[src/rtl/sram_sched_pkg.sv]
// ---------------------------------------------------------------------------
// sram_sched_pkg
// Shared constants for the SRAM command scheduler:
//   - default SRAM widths (address, data, byte mask) and read-tracking depth
//   - requester indices in round-robin order W0, W1, R0, R1
//   - bit offsets of the fields inside a write FIFO word {mask,addr,data}
//   - tag encoding used to steer returning read data to R0 or R1
// ---------------------------------------------------------------------------
package sram_sched_pkg;

  localparam int ADDR_W  = 18;
  localparam int DATA_W  = 32;
  localparam int MASK_W  = 4;
  localparam int MAX_OUT = 4;

  localparam int WORD_W      = MASK_W + ADDR_W + DATA_W;
  localparam int WR_DATA_LSB = 0;
  localparam int WR_ADDR_LSB = DATA_W;
  localparam int WR_MASK_LSB = DATA_W + ADDR_W;

  // Reads are the upper half of the index space, so bit 1 marks a read
  localparam logic [1:0] REQ_W0 = 2'd0;
  localparam logic [1:0] REQ_W1 = 2'd1;
  localparam logic [1:0] REQ_R0 = 2'd2;
  localparam logic [1:0] REQ_R1 = 2'd3;

  localparam logic TAG_R0 = 1'b0;
  localparam logic TAG_R1 = 1'b1;

endpackage

[src/rtl/sram_tag_fifo.sv]
// ---------------------------------------------------------------------------
// sram_tag_fifo
// Synchronous 1-bit FIFO recording which read requester owns each read in
// flight. DEPTH must be a power of two so the pointers wrap naturally.
// Ports:
//   sram_clock, reset  - clock and synchronous active-high reset
//   push_i, din_i      - enqueue one tag (ignored when full)
//   pop_i              - dequeue the head tag (ignored when empty)
//   dout_o             - head tag
//   full_o, empty_o    - occupancy flags
//   count_o            - number of stored tags
// ---------------------------------------------------------------------------
module sram_tag_fifo #(
  parameter int DEPTH = 4
) (
  input  logic                     sram_clock,
  input  logic                     reset,
  input  logic                     push_i,
  input  logic                     din_i,
  input  logic                     pop_i,
  output logic                     dout_o,
  output logic                     full_o,
  output logic                     empty_o,
  output logic [$clog2(DEPTH):0]   count_o
);

  localparam int PTR_W = $clog2(DEPTH);

  logic [DEPTH-1:0] mem_q;
  logic [PTR_W-1:0] wrPtr_q;
  logic [PTR_W-1:0] rdPtr_q;
  logic [PTR_W:0]   count_q;
  logic             doPush;
  logic             doPop;

  assign full_o  = (count_q == (PTR_W+1)'(DEPTH));
  assign empty_o = (count_q == '0);
  assign doPush  = push_i && !full_o;
  assign doPop   = pop_i && !empty_o;
  assign dout_o  = mem_q[rdPtr_q];
  assign count_o = count_q;

  always_ff @(posedge sram_clock) begin
    if (reset) begin
      mem_q   <= '0;
      wrPtr_q <= '0;
      rdPtr_q <= '0;
      count_q <= '0;
    end else begin
      if (doPush) begin
        mem_q[wrPtr_q] <= din_i;
        wrPtr_q        <= wrPtr_q + 1'b1;
      end
      if (doPop) begin
        rdPtr_q <= rdPtr_q + 1'b1;
      end
      // Simultaneous push and pop leaves the count unchanged
      case ({doPush, doPop})
        2'b10:   count_q <= count_q + 1'b1;
        2'b01:   count_q <= count_q - 1'b1;
        default: count_q <= count_q;
      endcase
    end
  end

endmodule

[src/rtl/sram_rr_scheduler.sv]
// ---------------------------------------------------------------------------
// sram_rr_scheduler
// Shares the single SRAM controller command port between two write
// requesters (W0, W1) and two read requesters (R0, R1). A one-entry command
// register drives the controller; returning in-order read data is steered
// to the owning read-data FIFO using a tag FIFO of reads in flight.
//
// Build option: define SRAM_SCHED_FIXED_PRIO_EN for fixed priority
// W0 > W1 > R0 > R1; otherwise arbitration is round-robin.
//
// Ports:
//   sram_clock, reset              - clock, synchronous active-high reset
//   wN_valid / wN_rd_en / wN_din   - write FIFO head {mask,addr,data} and pop
//   rN_addr_valid / rN_addr_rd_en
//   / rN_addr                      - read-address FIFO head and pop
//   rN_data_prog_full              - read-data FIFO cannot take MAX_OUT more
//   sram_addr_valid, sram_ready,
//   sram_addr, sram_data_in,
//   sram_write_mask                - command to controller (mask 0 = read)
//   sram_data_out(_valid)          - in-order read data from controller
//   rN_data_wr_en, rdata           - push returning data to read-data FIFOs
//   outstanding                    - reads in flight
//   err_orphan                     - sticky: data returned with none in flight
// ---------------------------------------------------------------------------
module sram_rr_scheduler
  import sram_sched_pkg::*;
#(
  parameter int ADDR_W  = sram_sched_pkg::ADDR_W,
  parameter int DATA_W  = sram_sched_pkg::DATA_W,
  parameter int MASK_W  = sram_sched_pkg::MASK_W,
  parameter int MAX_OUT = sram_sched_pkg::MAX_OUT
) (
  input  logic                              sram_clock,
  input  logic                              reset,
  input  logic                              w0_valid,
  input  logic                              w1_valid,
  output logic                              w0_rd_en,
  output logic                              w1_rd_en,
  input  logic [MASK_W+ADDR_W+DATA_W-1:0]   w0_din,
  input  logic [MASK_W+ADDR_W+DATA_W-1:0]   w1_din,
  input  logic                              r0_addr_valid,
  input  logic                              r1_addr_valid,
  output logic                              r0_addr_rd_en,
  output logic                              r1_addr_rd_en,
  input  logic [ADDR_W-1:0]                 r0_addr,
  input  logic [ADDR_W-1:0]                 r1_addr,
  input  logic                              r0_data_prog_full,
  input  logic                              r1_data_prog_full,
  output logic                              sram_addr_valid,
  input  logic                              sram_ready,
  output logic [ADDR_W-1:0]                 sram_addr,
  output logic [DATA_W-1:0]                 sram_data_in,
  output logic [MASK_W-1:0]                 sram_write_mask,
  input  logic [DATA_W-1:0]                 sram_data_out,
  input  logic                              sram_data_out_valid,
  output logic                              r0_data_wr_en,
  output logic                              r1_data_wr_en,
  output logic [DATA_W-1:0]                 rdata,
  output logic [$clog2(MAX_OUT):0]          outstanding,
  output logic                              err_orphan
);

  localparam int CNT_W    = $clog2(MAX_OUT) + 1;
  localparam int ADDR_LSB = DATA_W;
  localparam int MASK_LSB = DATA_W + ADDR_W;

  logic                           cmdValid_q, cmdValid_d;
  logic [ADDR_W-1:0]              cmdAddr_q, cmdAddr_d;
  logic [DATA_W-1:0]              cmdData_q, cmdData_d;
  logic [MASK_W-1:0]              cmdMask_q, cmdMask_d;
  logic [1:0]                     last_q, last_d;
  logic                           r0Wr_q, r1Wr_q;
  logic [DATA_W-1:0]              rdata_q;
  logic                           orphan_q;

  logic                           slotFree;
  logic [3:0]                     elig;
  logic                           grantValid;
  logic [1:0]                     grantIdx;
  logic                           grantIsRead;
  logic [MASK_W+ADDR_W+DATA_W-1:0] wordSel;
  logic [MASK_W-1:0]              wordMask;
  logic                           tagPush, tagPushVal, tagPop, tagHead;
  logic                           tagFull, tagEmpty;
  logic [CNT_W-1:0]               tagCount;

  assign slotFree = !cmdValid_q || sram_ready;

  // Reads are throttled so every read in flight is guaranteed a FIFO slot
  assign elig[REQ_W0] = w0_valid;
  assign elig[REQ_W1] = w1_valid;
  assign elig[REQ_R0] = r0_addr_valid && !r0_data_prog_full && !tagFull;
  assign elig[REQ_R1] = r1_addr_valid && !r1_data_prog_full && !tagFull;

  // Arbitration; loops run backwards so the highest-priority candidate is
  // the last one assigned. Reset suppresses all pops.
  always_comb begin
    logic [1:0] idx;
    grantValid = 1'b0;
    grantIdx   = REQ_W0;
    idx        = '0;
    if (!reset && slotFree) begin
`ifdef SRAM_SCHED_FIXED_PRIO_EN
      for (int k = 3; k >= 0; k--) begin
        idx = 2'(k);
        if (elig[idx]) begin
          grantValid = 1'b1;
          grantIdx   = idx;
        end
      end
`else
      for (int k = 4; k >= 1; k--) begin
        idx = last_q + 2'(k);
        if (elig[idx]) begin
          grantValid = 1'b1;
          grantIdx   = idx;
        end
      end
`endif
    end
  end

  assign grantIsRead   = grantIdx[1];
  assign w0_rd_en      = grantValid && (grantIdx == REQ_W0);
  assign w1_rd_en      = grantValid && (grantIdx == REQ_W1);
  assign r0_addr_rd_en = grantValid && (grantIdx == REQ_R0);
  assign r1_addr_rd_en = grantValid && (grantIdx == REQ_R1);

  assign wordSel  = (grantIdx == REQ_W1) ? w1_din : w0_din;
  assign wordMask = wordSel[MASK_LSB +: MASK_W];

  // Command register load. A zero-mask write would look like a read to the
  // controller, so it is consumed without issuing anything.
  always_comb begin
    cmdValid_d = cmdValid_q;
    cmdAddr_d  = cmdAddr_q;
    cmdData_d  = cmdData_q;
    cmdMask_d  = cmdMask_q;
    last_d     = grantValid ? grantIdx : last_q;
    if (slotFree) begin
      if (grantValid && grantIsRead) begin
        cmdValid_d = 1'b1;
        cmdAddr_d  = (grantIdx == REQ_R1) ? r1_addr : r0_addr;
        cmdData_d  = '0;
        cmdMask_d  = '0;
      end else if (grantValid && (wordMask != '0)) begin
        cmdValid_d = 1'b1;
        cmdAddr_d  = wordSel[ADDR_LSB +: ADDR_W];
        cmdData_d  = wordSel[DATA_W-1:0];
        cmdMask_d  = wordMask;
      end else begin
        cmdValid_d = 1'b0;
      end
    end
  end

  assign tagPush    = grantValid && grantIsRead;
  assign tagPushVal = (grantIdx == REQ_R1) ? TAG_R1 : TAG_R0;
  assign tagPop     = sram_data_out_valid && !tagEmpty;

  sram_tag_fifo #(
    .DEPTH (MAX_OUT)
  ) u_tagFifo (
    .sram_clock (sram_clock),
    .reset      (reset),
    .push_i     (tagPush),
    .din_i      (tagPushVal),
    .pop_i      (tagPop),
    .dout_o     (tagHead),
    .full_o     (tagFull),
    .empty_o    (tagEmpty),
    .count_o    (tagCount)
  );

  always_ff @(posedge sram_clock) begin
    if (reset) begin
      cmdValid_q <= 1'b0;
      cmdAddr_q  <= '0;
      cmdData_q  <= '0;
      cmdMask_q  <= '0;
      last_q     <= REQ_R1;
      r0Wr_q     <= 1'b0;
      r1Wr_q     <= 1'b0;
      rdata_q    <= '0;
      orphan_q   <= 1'b0;
    end else begin
      cmdValid_q <= cmdValid_d;
      cmdAddr_q  <= cmdAddr_d;
      cmdData_q  <= cmdData_d;
      cmdMask_q  <= cmdMask_d;
      last_q     <= last_d;
      r0Wr_q     <= tagPop && (tagHead == TAG_R0);
      r1Wr_q     <= tagPop && (tagHead == TAG_R1);
      if (tagPop) begin
        rdata_q <= sram_data_out;
      end
      if (sram_data_out_valid && tagEmpty) begin
        orphan_q <= 1'b1;
      end
    end
  end

  assign sram_addr_valid = cmdValid_q;
  assign sram_addr       = cmdAddr_q;
  assign sram_data_in    = cmdData_q;
  assign sram_write_mask = cmdMask_q;
  assign r0_data_wr_en   = r0Wr_q;
  assign r1_data_wr_en   = r1Wr_q;
  assign rdata           = rdata_q;
  assign outstanding     = tagCount;
  assign err_orphan      = orphan_q;

endmodule

[config.mk]
export PLATFORM = sky130hd
export DESIGN_NAME = sram_rr_scheduler
export DESIGN_NICKNAME = d
export VERILOG_FILES = /design/src/rtl/sram_sched_pkg.sv /design/src/rtl/sram_tag_fifo.sv /design/src/rtl/sram_rr_scheduler.sv
export SDC_FILE = /design/constraint.sdc
export NUM_CORES = 1
export LEC_CHECK = 0
export CAP_MARGIN = 20
export CORE_ASPECT_RATIO = 1.25
export CORE_UTILIZATION = 43
export CTS_CLUSTER_SIZE = 30
export DETAILED_ROUTE_END_ITERATION = 6
export PLACE_DENSITY = 0.95
export SYNTH_ARGS = -nofsm -noshare
export SYNTH_HDL_FRONTEND = slang
export SYNTH_SLANG_ARGS = --single-unit
export TNS_END_PERCENT = 5
[constraint.sdc]
create_clock -name sram_clock -period 9.81 [get_ports sram_clock]
set_input_delay 1.962 -clock sram_clock [delete_from_list [all_inputs] [get_ports sram_clock]]
set_output_delay 1.962 -clock sram_clock [all_outputs]
set_load 0.1 [all_outputs]
* Word-level counts from Yosys, hierarchy flattened
Index checks and enable logic that the tools add are counted.
** Cells by class
- Add/subtract/negate cells :: 7
- Magnitude comparators :: 7
- Equality and inequality tests :: 6
- Muxes and demuxes :: 35
- Bitwise logic cells :: 1
- Reductions and logical operators :: 31
** Operators with widths (count)
- two-way mux 32 bit :: 2
- two-way mux 18 bit :: 3
- two-way mux 54 bit :: 1
- logical AND 1 bit :: 18
- less-than comparator 2 x 3 -> 1 bit (second input constant) :: 6
- two-way mux 1 bit :: 14
- binary-select mux 1 bit (select 2 bit) :: 5
- two-way mux 2 bit :: 5
- two-way mux 4 bit :: 2
- adder 2 x 1 -> 2 bit (second input constant) :: 3
- == test 2 bit (second input constant) :: 3
- zero test 1 bit :: 6
- one-hot mux 3 bit (2 select lines) :: 1
- adder 2 bit (second input constant) :: 2
- bitwise mux 4 bit :: 1
- == test 2 x 1 -> 1 bit (second input constant) :: 2
- nonzero test 2 bit :: 2
- nonzero test 4 bit :: 1
- adder 3 x 1 -> 3 bit (second input constant) :: 1
- == test 3 bit (second input constant) :: 1
- zero test 3 bit :: 1
- subtractor 3 x 1 -> 3 bit (second input constant) :: 1
- demux 1 bit (select 2 bit) :: 1
- greater-or-equal comparator 2 x 1 -> 1 bit (second input constant) :: 1
- other kinds (4) :: 4
** Storage, ports and cells
- Flip-flop bits (word level) :: 103
- Input port bits :: 186
- Output and inout port bits :: 97
- Logic and storage cells :: 100

* Logic depth before layout (Yosys ltp)
Gate-level depths: netlist of the first run.
- Word-level depth :: 16
- Depth in mapped cells :: 13
- Gate-level depth less buffers :: 11

* By module
Synthesis of the first run repeated with hierarchy kept, for this count alone.
** Unflattened totals
- Cells, all modules :: 497
- Area total of the unflattened synthesis :: 4724.5 sq um
** Modules (own cells, without submodules)
- sram_rr_scheduler :: times used 1, cells an instance 432, area an instance 4117.7 sq um, sequential area each 1841.8 sq um
- sram_tag_fifo :: times used 1, cells an instance 65, area an instance 606.8 sq um, sequential area each 220.2 sq um

* Worst setup path after synthesis of the first run
OpenSTA, ideal clock, no wires.
- Path kind :: input to output
- From :: input port r0_addr_valid
- To :: output port r1_addr_rd_en
- Arrival :: 4699 ps
- Data required time :: 7848 ps
- Setup slack :: 3149 ps
- Stages on the path :: 8
- Path buffers :: 2
- Cells stage by stage :: nor2b_1 > o211ai_1 > or2_2 > buf_2 > nor2_1 > clkinv_1 > clkbuf_1 > nor2_1
** On the way
- Cells in the longest elaborated chain, start to end :: 11
** Ends and longest elaborated chain
- from (decl) :: line sram_rr_scheduler.sv:41 : input logic r0_addr_valid,
- logical AND 1 bit (*) (2 in a row) :: line sram_rr_scheduler.sv:92 : assign elig[REQ_R0] = r0_addr_valid && !r0_data_prog_full && !tagFull;
- binary-select mux 1 bit (select 2 bit) :: line sram_rr_scheduler.sv:114 : if (elig[idx]) begin
- two-way mux 1 bit (implied by the code) :: line sram_rr_scheduler.sv:114
- two-way mux 2 bit (4 in a row) :: line sram_rr_scheduler.sv:114
- two-way mux 2 bit :: line sram_rr_scheduler.sv:102 : if (!reset && slotFree) begin
- == test 2 bit :: line sram_rr_scheduler.sv:127 : assign r1_addr_rd_en = grantValid && (grantIdx == REQ_R1);
- logical AND 1 bit (*) :: line sram_rr_scheduler.sv:127
- to (decl) :: line sram_rr_scheduler.sv:44 : output logic r1_addr_rd_en,
Mark *: on every way between the ends. The rest lies on a longest branch, timed or not. The select of a mux whose other input is x is not followed.

* Worst setup path in the final report of the first run
Ends and elaborated chain as after synthesis.

==> results.yml, run 1 <==
synthesis:
  syn_nets: 779
  synthCells: 587
  synth_warnings: 0
  ys_ff_latch: 103
  syn_avg_cell_area_um2: 8.92
  synth_seq_area_share: 0.394
  synthArstFlopShare: 0
  netlist_area_mm2: 0.00524
  ys.flop_type: "dfxtp_1"
  synth_cell_types: 42
  synth_edf_count: 0
route:
  routedWlPerCell_um: 17.0
  wirelength_um: 16900
  drt-initial-drc-count: 233
  routed-via-count: 5547
  ant_nets: 0
  viasPerCell: 5.59
  first_pass_iters: 4
  drc: 0
clock_tree:
  cts_sinks: 103
  ctsHoldBuffers: 0
  htreeDepth: 3
  cts_resized: 0
  cts.root.buffer_cell: "clkbuf_16"
  clock_latency_ps: 340
  cts_setup_buffers: 0
  numCtsBuffers: 9
  cts_tree: "done"
  cts_buffer_depth: 2
  clkTransAtPathRegs_ps: 70
pwr:
  fin_total_pwr_mw: 1.82
  switchingPower_uw: 859
  irDropWorstVdd_uv: 119
  p_int_uw: 961
  clockPowerShare: 0.192
  combPwrFrac: 0.521
  p_sw_frac: 0.472
  seqPwrFrac: 0.287
  leakagePower_nw: 3.05
  power.density_mw_per_mm2: 218
floorplanning:
  placementRows: 44
  core_mm2: 0.0117
  ios: 283
  die_h_um: 125
  die_w_um: 101
  initial_core_util: 0.446
  die_area_mm2: 0.0126
flow_run:
  cap_viol_max_count: 0
place:
  place.gp.congestion: 0.786
  hpwlAfterDp_um: 11900
  numPortBuffers: 282
timing:
  whs_ps: 454
  clock_skew_ps: 5.87
  slew_viol_final: 0
  relSlewSlack: 0.307
  post-route-min-period_ps: 7720
  fin_crit_sh: 0.787
  tightest_slew_ps: 1040
  hold_viol_final: 0
  fin_setup_tns_ps: 0
  fmax_mhz: 130
  rsz0062_at_grt: "no"
  setup-violations-final: 0
cells_and_area:
  area_delta_synth_final_pct: 59.2
  multi_input_area_mm2: 0.00288
  nets: 1021
  layout_common_cells: "clkdlybuf4s50_1, dfxtp_1, a21oi_1"
  regArea_mm2: 0.00206
  final_common_cell: "clkdlybuf4s50_1"
  fillers: 892
  n_antenna_cell: 0
  drive_gt1_frac: 0.124
grt:
  antenna_found_initial: 0
  gr-total-overflow: 0
  grt_pass1_wl_um: 26600
  grt_max_degree: 58
  grt_pass1_vias: 5463
  grt_usage: 0.264
status:
  status: "completed"
setup_path:
  cp_max_fo: 55
  cp.required_ps: 7850
  cp_slowest_stage_delay_ps: 1170
  cp_slowest_cell: "clkdlybuf4s50_1"
  crit_chain: "clkdlybuf4s50_1, nor2b_1, o211ai_1, or2_2, nor2_2, buf_4, clkinv_1, buf_4, nor2_1, clkdlybuf4s50_1"
  crit_path_end_kind: "primary output"
  critPathKind: "in -> out"
  worstPathArrival_ps: 5760
  startpoint_type: "primary input"
hold_path:
  min_path_type: "reg -> reg"
registers in the layout, summed over array words and instances, names as in the netlist, 2 cells and up:
register / count
u_tagFifo.count_o: 3
rdata: 32
u_tagFifo.wrPtr_q: 2
last_q: 2
u_tagFifo.rdPtr_q: 2
sram_data_in: 32
u_tagFifo.mem_q: 4
sram_addr: 18
sram_write_mask: 4
path summary, 6_finish.rpt:
path / cells past startpoint / startpoint / slack [ps] / endpoint
min reg2reg: 2 / rdata[27] / 450 / rdata[27]
min: 2 / rdata[27] / 450 / rdata[27]
max: 10 / r0_addr_valid / 2090 / r1_addr_rd_en
max reg2reg: 13 / u_tagFifo.count_o[2] / 5960 / u_tagFifo.count_o[2]
cell type report:
type / instances / share of cell area
tap: 161 / 0.0242
timing repair buffer: 290 / 0.345
multi-input combinational: 416 / 0.345
sequential: 103 / 0.247
inverter: 9 / 0.00405
clock buffer: 10 / 0.0287
clock inverter: 4 / 0.00570
stage by stage:
| stage | setup WS [ps] | util | instance area [um^2] | std cells |
|---|---|---|---|---|
| floorplan | 3150 | - | 5240 | 587 |
| global placement | 2180 | 0.687 | 8050 | 979 |
| CTS | 2090 | 0.711 | 8340 | 993 |
| finish | 2090 | 0.711 | 8340 | 993 |
| detailed placement | 2110 | 0.687 | 8050 | 979 |
| global route | 1870 | 0.711 | 8340 | 993 |
cells in the mapped netlist (3+ instances only):
library cell | instances | area share
dfxtp_1 | 103 | 0.39
a21oi_1 | 93 | 0.089
nand2_1 | 75 | 0.054
and3_1 | 50 | 0.060
a211oi_2 | 49 | 0.12
clkbuf_1 | 48 | 0.034
a31oi_1 | 34 | 0.041
mux2_2 | 19 | 0.041
a221oi_1 | 18 | 0.030
nor2_1 | 16 | 0.011
o21ai_0 | 8 | 0.0076
buf_6 | 7 | 0.015
inv_1 | 7 | 0.0050
ha_1 | 5 | 0.012
nand2b_1 | 5 | 0.0060
a311oi_1 | 4 | 0.0067
buf_2 | 4 | 0.0038
mux2i_1 | 3 | 0.0057
nor2b_1 | 3 | 0.0036
nor3_1 | 3 | 0.0029
o2bb2ai_1 | 3 | 0.0050
xor2_1 | 3 | 0.0050
metal layers:
metal | GRT usage | share of wire | wire, um | vias up
met5 | 0 | 0 | 0 | -
met2 | 0.467 | 0.51 | 8560 | 257
met1 | 0.298 | 0.39 | 6560 | 2605
met4 | 0.118 | 0.034 | 572 | 0
li1 | - | - | - | 2641
met3 | 0.0620 | 0.073 | 1240 | 44
cells by family after synthesis:
kind of cell	count (synthesis)	synth area share
flip-flops	103	0.394
multiplexers	25	0.0581
XOR/XNOR	5	0.00837
buffers and inverters	68	0.0598
adder cells (fa/ha/maj)	6	0.0158
AND/OR/NAND/NOR	165	0.156
AO/OA/AOI/OAI	215	0.309
worst max-delay path, delay by kind of cell:
| family | cells | cell delay [ps] |
|---|---|---|
| buffers and inverters | 5 | 2320 |
| AND/OR/NAND/NOR | 4 | 1310 |
| AO/OA/AOI/OAI | 1 | 140 |
power groups by stage:
stage | clock (mW) | combinational (mW) | sequential (mW)
floorplan | 0 | 0.284 | 0.943
global placement | 0 | 0.936 | 0.528
detailed placement | 0 | 0.947 | 0.531
CTS | 0.357 | 0.951 | 0.522
global route | 0.375 | 0.994 | 0.530
finish | 0.349 | 0.949 | 0.522
Power figures use the tool's default switching activity.
==> run 2: changes to the inputs <==
--- a/config.mk
+++ b/config.mk
@@ -7,10 +7,10 @@
 export LEC_CHECK = 0
 export CAP_MARGIN = 20
 export CORE_ASPECT_RATIO = 1.25
-export CORE_UTILIZATION = 43
+export CORE_UTILIZATION = 36
 export CTS_CLUSTER_SIZE = 30
 export DETAILED_ROUTE_END_ITERATION = 6
-export PLACE_DENSITY = 0.95
+export PLACE_DENSITY = 0.86
 export SYNTH_ARGS = -nofsm -noshare
 export SYNTH_HDL_FRONTEND = slang
 export SYNTH_SLANG_ARGS = --single-unit
==> constraint.sdc (replaced) <==
create_clock -name sram_clock -period 6.62 [get_ports sram_clock]
set_input_delay 1.324 -clock sram_clock [delete_from_list [all_inputs] [get_ports sram_clock]]
set_output_delay 1.324 -clock sram_clock [all_outputs]
set_load 0.1 [all_outputs]
==> results.yml, run 2 (synthesized netlist as in run 1, its figures left out) <==
floorplanning:
  die_w_um: 110
  initial_core_util: 0.374
  die_h_um: 137
  die_area_mm2: 0.0150
  ios: 283
  placementRows: 48
  core_mm2: 0.0140
place:
  place.gp.congestion: 0.772
  placed_cell_area_mm2: 0.00811
  numPortBuffers: 282
  hpwlAfterDp_um: 12100
  place_inst: 996
  dpl_worst_slack_ps: 1240
grt:
  grt_max_degree: 67
  grt.met2_usage: 0.401
  antenna_found_initial: 0
  grt_pass1_vias: 5254
  grt_pass1_wl_um: 26100
  gr-total-overflow: 0
  grt_usage: 0.223
  top_usage_layer: "met2"
  grtUsageMet1: 0.251
  grtUsageMet3: 0.0533
route:
  wirelength_um: 17100
  first_pass_iters: 4
  routed-via-count: 5399
  viasPerCell: 5.33
  routedWlPerCell_um: 16.9
  ant_nets: 0
  drc: 0
  drt-initial-drc-count: 307
cells_and_area:
  area_delta_synth_final_pct: 60.3
  layout_common_cells: "clkdlybuf4s50_1, dfxtp_1, a21oi_1"
  final_common_cell: "clkdlybuf4s50_1"
  drive_gt1_frac: 0.133
  final_cells: 1012
  fin_util: 0.600
  fin_area_mm2: 0.00839
  nets: 1024
  n_antenna_cell: 0
timing:
  slew_viol_final: 0
  fin_crit_sh: 0.823
  setup-violations-final: 0
  fin_setup_tns_ps: 0
  hold_viol_final: 0
  relSlewSlack: 0.315
  fmax_mhz: 183
  rsz0062_at_grt: "no"
  layout_setup_ws_ps: 1170
  post-route-min-period_ps: 5450
  tightest_slew_ps: 1030
  clock_skew_ps: 8.31
  whs_ps: 452
clock_tree:
  numCtsBuffers: 9
  cts_setup_buffers: 0
  ctsHoldBuffers: 0
  cts_resized: 0
  cts_sinks: 103
  htreeDepth: 3
  clkTransAtPathRegs_ps: 70
  clock_latency_ps: 340
  cts_tree: "done"
  cts.root.buffer_cell: "clkbuf_16"
  cts_buffer_depth: 2
setup_path:
  critPathKind: "in -> out"
  cp.required_ps: 5300
  cp_max_fo: 35
  crit_top_cell: "buf_4"
  r2r_slack_ps: 2950
  startpoint_type: "primary input"
  startpoint: "w1_valid"
  crit_path_end_kind: "primary output"
  r2r_start: "u_tagFifo.count_o[2]"
  worstPathArrival_ps: 4130
  cp_slowest_stage_delay_ps: 600
  critPathTopFamily: "buffers and inverters"
  cp_slowest_cell: "clkdlybuf4s50_1"
  crit_chain: "clkdlybuf4s50_1, or3b_2, o211ai_1, or2_2, buf_4, nand2_1, buf_4, inv_1, buf_12"
  path_buf_inv: 5
pwr:
  leakagePower_nw: 3.07
  p_sw_frac: 0.479
  seqPwrFrac: 0.287
  p_int_mw: 1.40
  irDropWorstVdd_uv: 214
  power.density_mw_per_mm2: 320
  switchingPower_mw: 1.29
  combPwrFrac: 0.526
  fin_total_pwr_mw: 2.69
  clockPowerShare: 0.187
flow_run:
  cap_viol_max_count: 0
hold_path:
  min_path_type: "reg -> reg"
  hp-start: "rdata[21]"
status:
  status: "completed"
-- run 2: cell types whose count changed in the layout (fill, tap and decap cells not counted) --
cell / before / now
inv_6: 0 / 2
buf_12: 0 / 2
buf_4: 10 / 14
bufinv_16: 1 / 0
clkdlybuf4s50_1: 280 / 277
clkinv_4: 0 / 1
-- run 2: worst paths after layout --
check / to / cells after the start
worst max-delay path: w1_rd_en / 9
worst min register to register: rdata[21] / 2
worst min-delay path: rdata[21] / 2
worst max register to register: sram_addr[11] / 9
-- run 2: per-layer routing --
layer	routed length (um)	share of wire
met5	0	0
met4	421	0.025
met3	1310	0.076
met2	8740	0.51
met1	6650	0.39
-- run 2: area by class of cell --
cell class | instances | area (um^2)
sequential | 103 | 2060
clock buffer | 10 | 239
clock inverter | 6 | 43.8
fill | 1219 | 5600
multi-input combinational | 416 | 2880
inverter | 9 | 33.8
tap | 175 | 219
timing repair buffer | 293 | 2920
-- run 2: power groups by stage --
| stage | clock (mW) | sequential (mW) | combinational [mW] |
|---|---|---|---|
| final | 0.503 | 0.772 | 1.41 |
| after global routing | 0.545 | 0.786 | 1.48 |
| after CTS | 0.516 | 0.773 | 1.42 |
| after detailed placement | 0 | 0.786 | 1.41 |
| after global placement | 0 | 0.783 | 1.40 |
| after floorplan | 0 | 1.40 | 0.421 |
-- run 2: tightest hold or removal path: cells and delay by family (launching register included) --
family             cells  cell delay [ps]
AOI/OAI and AO/OA      1               50
DFF                    1              310
and+or+nand+nor        1               50
